**src/rtl/imm_pkg.sv**
```systemverilog
// Shared opcode constants and immediate format codes for the RV32I immediate generator.
package imm_pkg;

  localparam logic [6:0] OP_IMM = 7'b0010011;
  localparam logic [6:0] LOAD   = 7'b0000011;
  localparam logic [6:0] JALR   = 7'b1100111;
  localparam logic [6:0] SYSTEM = 7'b1110011;
  localparam logic [6:0] STORE  = 7'b0100011;
  localparam logic [6:0] BRANCH = 7'b1100011;
  localparam logic [6:0] LUI    = 7'b0110111;
  localparam logic [6:0] AUIPC  = 7'b0010111;
  localparam logic [6:0] JAL    = 7'b1101111;
  localparam logic [6:0] OP     = 7'b0110011;
  localparam logic [6:0] FENCE  = 7'b0001111;

  typedef enum logic [2:0] {
    FMT_NONE = 3'd0,
    FMT_I    = 3'd1,
    FMT_S    = 3'd2,
    FMT_B    = 3'd3,
    FMT_U    = 3'd4,
    FMT_J    = 3'd5,
    FMT_SH   = 3'd6
  } imm_fmt_t;

endpackage

```
**src/rtl/imm_decode_comb.sv**
```systemverilog
// Combinational RV32I immediate decoder: instruction word to extended immediate,
// format code and illegal-opcode flag.
module imm_decode_comb
  import imm_pkg::*;
#(
  parameter int DATA_WIDTH = 32
) (
  input  logic [31:0]                   instruction,
  output logic signed [DATA_WIDTH-1:0]  sextimm,
  output imm_fmt_t                      imm_fmt,
  output logic                          illegal
);

  function automatic logic signed [DATA_WIDTH-1:0] sext32(input logic signed [31:0] v);
    return DATA_WIDTH'(v);
  endfunction

  logic [6:0]         opcode;
  logic [2:0]         funct3;
  logic signed [31:0] raw;

  assign opcode = instruction[6:0];
  assign funct3 = instruction[14:12];

  // Every immediate is first assembled at 32 bits; shamt has bit 31 clear so it zero-extends.
  always_comb begin
    raw     = '0;
    imm_fmt = FMT_NONE;
    illegal = 1'b0;
    case (opcode)
      OP_IMM: begin
        if (funct3 == 3'b001 || funct3 == 3'b101) begin
          imm_fmt = FMT_SH;
          raw     = {27'b0, instruction[24:20]};
        end else begin
          imm_fmt = FMT_I;
          raw     = {{20{instruction[31]}}, instruction[31:20]};
        end
      end
      LOAD, JALR, SYSTEM: begin
        imm_fmt = FMT_I;
        raw     = {{20{instruction[31]}}, instruction[31:20]};
      end
      STORE: begin
        imm_fmt = FMT_S;
        raw     = {{20{instruction[31]}}, instruction[31:25], instruction[11:7]};
      end
      BRANCH: begin
        imm_fmt = FMT_B;
        raw     = {{19{instruction[31]}}, instruction[31], instruction[7],
                   instruction[30:25], instruction[11:8], 1'b0};
      end
      LUI, AUIPC: begin
        imm_fmt = FMT_U;
        raw     = {instruction[31:12], 12'b0};
      end
      JAL: begin
        imm_fmt = FMT_J;
        raw     = {{11{instruction[31]}}, instruction[31], instruction[19:12],
                   instruction[20], instruction[30:21], 1'b0};
      end
      OP, FENCE: begin
        imm_fmt = FMT_NONE;
      end
      default: begin
        illegal = 1'b1;
      end
    endcase
  end

  assign sextimm = sext32(raw);

endmodule

```
**src/rtl/imm_gen_pipe.sv**
```systemverilog
// Registered immediate generator with a 2-entry skid buffer (main register M,
// skid register K) so the producer sees a registered ready and throughput is kept.
module imm_gen_pipe
  import imm_pkg::*;
#(
  parameter int DATA_WIDTH = 32
) (
  input  logic                  clk,
  input  logic                  rstn,
  input  logic                  in_valid,
  output logic                  in_ready,
  input  logic [31:0]           instruction,
  output logic                  out_valid,
  input  logic                  out_ready,
  output logic [DATA_WIDTH-1:0] sextimm,
  output logic [2:0]            imm_fmt,
  output logic                  illegal
);

  logic signed [DATA_WIDTH-1:0] dec_imm_p0;
  imm_fmt_t                     dec_fmt_p0;
  logic                         dec_ill_p0;

  logic                         m_vld_p1;
  logic signed [DATA_WIDTH-1:0] m_imm_p1;
  imm_fmt_t                     m_fmt_p1;
  logic                         m_ill_p1;

  logic                         k_vld_p1;
  logic signed [DATA_WIDTH-1:0] k_imm_p1;
  imm_fmt_t                     k_fmt_p1;
  logic                         k_ill_p1;

  logic in_fire;
  logic out_fire;

  imm_decode_comb #(
    .DATA_WIDTH (DATA_WIDTH)
  ) u_decode (
    .instruction (instruction),
    .sextimm     (dec_imm_p0),
    .imm_fmt     (dec_fmt_p0),
    .illegal     (dec_ill_p0)
  );

  assign in_ready = ~k_vld_p1;
  assign in_fire  = in_valid & in_ready;
  assign out_fire = m_vld_p1 & out_ready;

  // Stage p0 -> p1: decoded word lands in M, or in K when M is stalled.
  always_ff @(posedge clk) begin
    if (!rstn) begin
      m_vld_p1 <= 1'b0;
      m_imm_p1 <= '0;
      m_fmt_p1 <= FMT_NONE;
      m_ill_p1 <= 1'b0;
      k_vld_p1 <= 1'b0;
      k_imm_p1 <= '0;
      k_fmt_p1 <= FMT_NONE;
      k_ill_p1 <= 1'b0;
    end else if (k_vld_p1) begin
      // in_ready is low here, so only the K -> M move can happen.
      if (out_fire) begin
        m_imm_p1 <= k_imm_p1;
        m_fmt_p1 <= k_fmt_p1;
        m_ill_p1 <= k_ill_p1;
        k_vld_p1 <= 1'b0;
      end
    end else if (in_fire) begin
      if (!m_vld_p1 || out_fire) begin
        m_vld_p1 <= 1'b1;
        m_imm_p1 <= dec_imm_p0;
        m_fmt_p1 <= dec_fmt_p0;
        m_ill_p1 <= dec_ill_p0;
      end else begin
        k_vld_p1 <= 1'b1;
        k_imm_p1 <= dec_imm_p0;
        k_fmt_p1 <= dec_fmt_p0;
        k_ill_p1 <= dec_ill_p0;
      end
    end else if (out_fire) begin
      m_vld_p1 <= 1'b0;
    end
  end

  assign out_valid = m_vld_p1;
  assign sextimm   = m_imm_p1;
  assign imm_fmt   = m_fmt_p1;
  assign illegal   = m_ill_p1;

endmodule
```
**config.mk**
```make
export PLATFORM = sky130hd
export DESIGN_NAME = imm_gen_pipe
export DESIGN_NICKNAME = d
export VERILOG_FILES = /design/src/rtl/imm_pkg.sv /design/src/rtl/imm_decode_comb.sv /design/src/rtl/imm_gen_pipe.sv
export SDC_FILE = /design/constraint.sdc
export NUM_CORES = 1
export LEC_CHECK = 0
export CAP_MARGIN = 20
export CORE_ASPECT_RATIO = 0.9
export CORE_MARGIN = 5
export CORE_UTILIZATION = 52
export CTS_CLUSTER_SIZE = 25
export DETAILED_ROUTE_END_ITERATION = 12
export GPL_TIMING_DRIVEN = 0
export HOLD_SLACK_MARGIN = 0.06
export PLACE_DENSITY_LB_ADDON = 0.08
export RECOVER_POWER = 50
export SLEW_MARGIN = 0
export SYNTH_ARGS = -nofsm -noshare
export SYNTH_HDL_FRONTEND = slang
export SYNTH_HIERARCHICAL = 1
export SYNTH_SLANG_ARGS = --single-unit
```
**constraint.sdc**
```tcl
create_clock -name clk -period 5.2 [get_ports clk]
set_input_delay 1.04 -clock clk [delete_from_list [all_inputs] [get_ports clk]]
set_output_delay 1.04 -clock clk [all_outputs]
set_load 0.05 [all_outputs]
```
==> flow_summary_export.csv <==
group,metric,value,unit
timing,finClkSkew,0.00763,ns
worst_setup_path,crit_path_top_delay_cell,"nor3_1",
die,die_area,9200,um2
die,io_pins,74,
die,die_y,91.5,um
clock_tree,cts_tree,"built",
drt,antenna_left,0,
die,core,7110,um2
global_routing,grt_max_degree,13,
die,start_util,54.0,%
timing,setup_viol,0,
yosys,synthCells,431,
pwr,vdd_drop_max,0.205,mV
pwr,clkPwrFrac,36.3,%
clock_tree,h-tree-depth,3,
worst_setup_path,start_kind,"input port",
worst_setup_path,path_cells,"dlygate4sd3_1 -> clkbuf_1 -> inv_1 -> nor3_1 -> a21o_1 -> mux2i_1 -> nand3_1 -> o211a_1",
global_routing,grt-ovfl-total,0,
drt,num_vias,3548,
yosys,ys_seq_elements,74,
worst_setup_path,cp_max_fo,10,
clock_tree,clockRootBuffer,"clkbuf_8",
worst_setup_path,timing.rr.end,"k_imm_p1[3]",
job,cap_violations,0,
global_routing,grt_util_all_layers,22.9,%
hold_path,whs_endpoint,"k_imm_p1[31]",
yosys,synth_fa_ha_area_share,0,%
worst_setup_path,critPathArrivalTime,3.59,ns
place,gp_congestion,0.860,
clock_tree,numClockSinks,74,
place,dpl_cell_area,4640,um2
layout,area_growth,26.8,%
timing,hold_viol_final,0,
pwr,seq_power_share,42.7,%
timing,fmax,0.304,GHz
clock_tree,postCtsSetupBuffers,0,
place,port_buffers,69,
timing,drv_slew,0,
drt,drcViolationCount,0,
yosys,synthSimpleGateAreaFrac,19.2,%
pwr,power_density,291,nW/um2
yosys,syn-num-nets,467,
layout,fin_area,4870,um2
clock_tree,path_clk_slew,0.08,ns
drt,via_per_inst,5.83,
yosys,async_flop_share,0,%
worst_setup_path,rr_startpoint,"k_vld_p1",
global_routing,antenna_found_initial,0,
drt,drt_iter0_markers,177,
die,fp.dieW,101,um
die,rows,29,
timing,rsz0062_at_grt,"false",
timing,layout_min_cycle_time,3.29,ns
clock_tree,cts_made_buffers,9,
yosys,synth-edff-count,0,
yosys,yosysWarnings,6,
yosys,post-synth-top-count-cell,"nand2_1",
worst_setup_path,r2r_cells,6,
worst_setup_path,path_class,"input port to flop",
layout,fin_nets,547,
pwr,switchingPower,0.414,mW
yosys,yosysTopAreaCellShare,38.6,%
layout,n_antenna_cell,0,
drt,wirelength,10400,um
yosys,synthMuxAreaShare,10.0,%
hold_path,hp-start,"k_imm_p1[31]",
pwr,combPwrFrac,21.0,%
global_routing,grt_pass1_wl,16800,um
yosys,synth_compound_area_share,25.2,%
pwr,p_leak,2.31,nW
layout,drive_above_1_share,8.14,%
clock_tree,insertion_delay,0.35,ns
yosys,syn_area_per_cell,8.90,um2
yosys,synth_area_leaders,"dfxtp_1 (39%), mux2i_1 (9.7%), o211a_1 (9.4%)",
clock_tree,cts_hold_buffers,0,
pwr,p_sw_share,29.2,%
hold_path,hold_depth,2,
clock_tree,ctsLongestPathBuffers,2,
drt,wl_per_cell,17.1,um
timing,maxSlewHeadroom,30.7,%
timing,period_share,63.3,%
worst_setup_path,critical-path-max-stage-delay,0.86,ns
yosys,yosysSeqAreaShare,38.6,%
hold_path,hp-class,"flop to flop",
clock_tree,cts-resized-gates,0,
timing,setup_tns,0,ns
yosys,synth_top_family_by_area,"compound AO/OA/AOI/OAI gates",
run_status,outcome,"completed",
drt,first_pass_iters,4,
worst_setup_path,rrSetupSlack,3.56,ns
yosys,synth_cell_types,43,
worst_setup_path,worstSetupEndpointType,"flop",
yosys,synth_area,3840,um2
pwr,p_int,1.00,mW
yosys,synth_xor_area_share,0.228,%
place,place_hpwl,7670,um
timing,tightestPinTransition,1.03,ns
yosys,synth_area_leader_cell,"dfxtp_1",
global_routing,grt_pass1_vias,3373,
worst_setup_path,required,5.50,ns
yosys,synthFlopType,"dfxtp_1",
yosys,yosys-top-cells-count,"nand2_1 (84), dfxtp_1 (74), nand3_1 (38)",
[critical path, delay by kind of cell]
| family | cells | cell delay, ns |
|---|---|---|
| compound gates | 2 | 0.41 |
| buf+inv | 3 | 1.05 |
| mux | 1 | 0.11 |
| simple gates | 2 | 0.98 |
[registers in the layout, indices dropped and copies added, names as in the netlist]
| name | flops |
|---|---|
| k_vld_p1 | 1 |
| illegal | 1 |
| k_fmt_p1 | 3 |
| sextimm | 32 |
| k_imm_p1 | 32 |
| imm_fmt | 3 |
| out_valid | 1 |
| k_ill_p1 | 1 |
[cell families after synthesis]
| family | count (synthesis) |
|---|---|
| AND/OR/NAND/NOR | 156 |
| flip-flops | 74 |
| buffers and inverters | 46 |
| multiplexers | 38 |
| XOR/XNOR | 1 |
| AO/OA/AOI/OAI | 116 |
[layer usage]
layer / vias to the layer above / routed length, um / track usage, %
met1: 1716 / 4740 / 30.4
met3: 16 / 573 / 5.82
li1: 1700 / - / -
met4: 0 / 132 / 5.50
met2: 116 / 4960 / 37.1
met5: - / 0 / 0
[metrics by stage]
| step | hold slack, ns | power, mW | std cells | setup WS [ns] | utilization, % |
|---|---|---|---|---|---|
| 2_1_floorplan | 0.435 | 0.816 | 431 | 2.61 | - |
| 3_3_place_gp | 0.439 | 0.919 | 593 | 1.88 | 65.3 |
| 3_5_place_dp | 0.445 | 0.923 | 593 | 1.85 | 65.3 |
| 4_1_cts | 0.455 | 1.43 | 609 | 2.11 | 68.5 |
| 5_1_grt | 0.479 | 1.47 | 609 | 1.71 | 68.4 |
| 6_report | 0.455 | 1.41 | 609 | 1.91 | 68.4 |
[area by class of cell]
type | count | area (um2)
buffer | 43 | 245
clock buffer | 12 | 155
clock inverter | 4 | 73.8
fill | 618 | 2250
inverter | 3 | 11.3
multi-input combinational | 311 | 2090
sequential | 74 | 1480
tap | 93 | 116
timing repair buffer | 69 | 691
[cells in the final DEF (no fill, tap or decap), drive strengths merged, types with 4 or more instances in the layout]
master / synthesis / layout
a211o: 7 / 7
and3: 4 / 4
nor2: 5 / 5
buf: 26 / 24
a21oi: 4 / 4
nand3: 38 / 38
nor2b: 5 / 5
nand2: 84 / 84
dlygate4sd3: 0 / 38
o211a: 36 / 36
mux2i: 37 / 37
a21o: 9 / 9
dfxtp: 74 / 74
a22o: 4 / 4
clkbuf: 17 / 31
a21boi: 44 / 44
clkdlybuf4s50: 0 / 31
[power groups by stage]
stage                     registers (mW)  clock network [mW]  logic (mW)
final                              0.604               0.513       0.297
after global routing               0.607               0.544       0.314
after detailed placement           0.618                   0       0.305
after CTS                          0.605               0.516       0.306
after global placement             0.617                   0       0.301
after floorplan                    0.699                   0       0.117
[how the worst max path moves through the flow]
stage                         from          end  slack, ns
floorplan           instruction[3]  sextimm[20]       2.61
global placement    instruction[6]  sextimm[20]       1.88
detailed placement  instruction[6]  sextimm[20]       1.85
CTS                       k_vld_p1     in_ready       2.11
global route        instruction[2]  sextimm[18]       1.71
finish              instruction[2]  sextimm[12]       1.91
No activity file was read; power rests on OpenSTA's default activity.
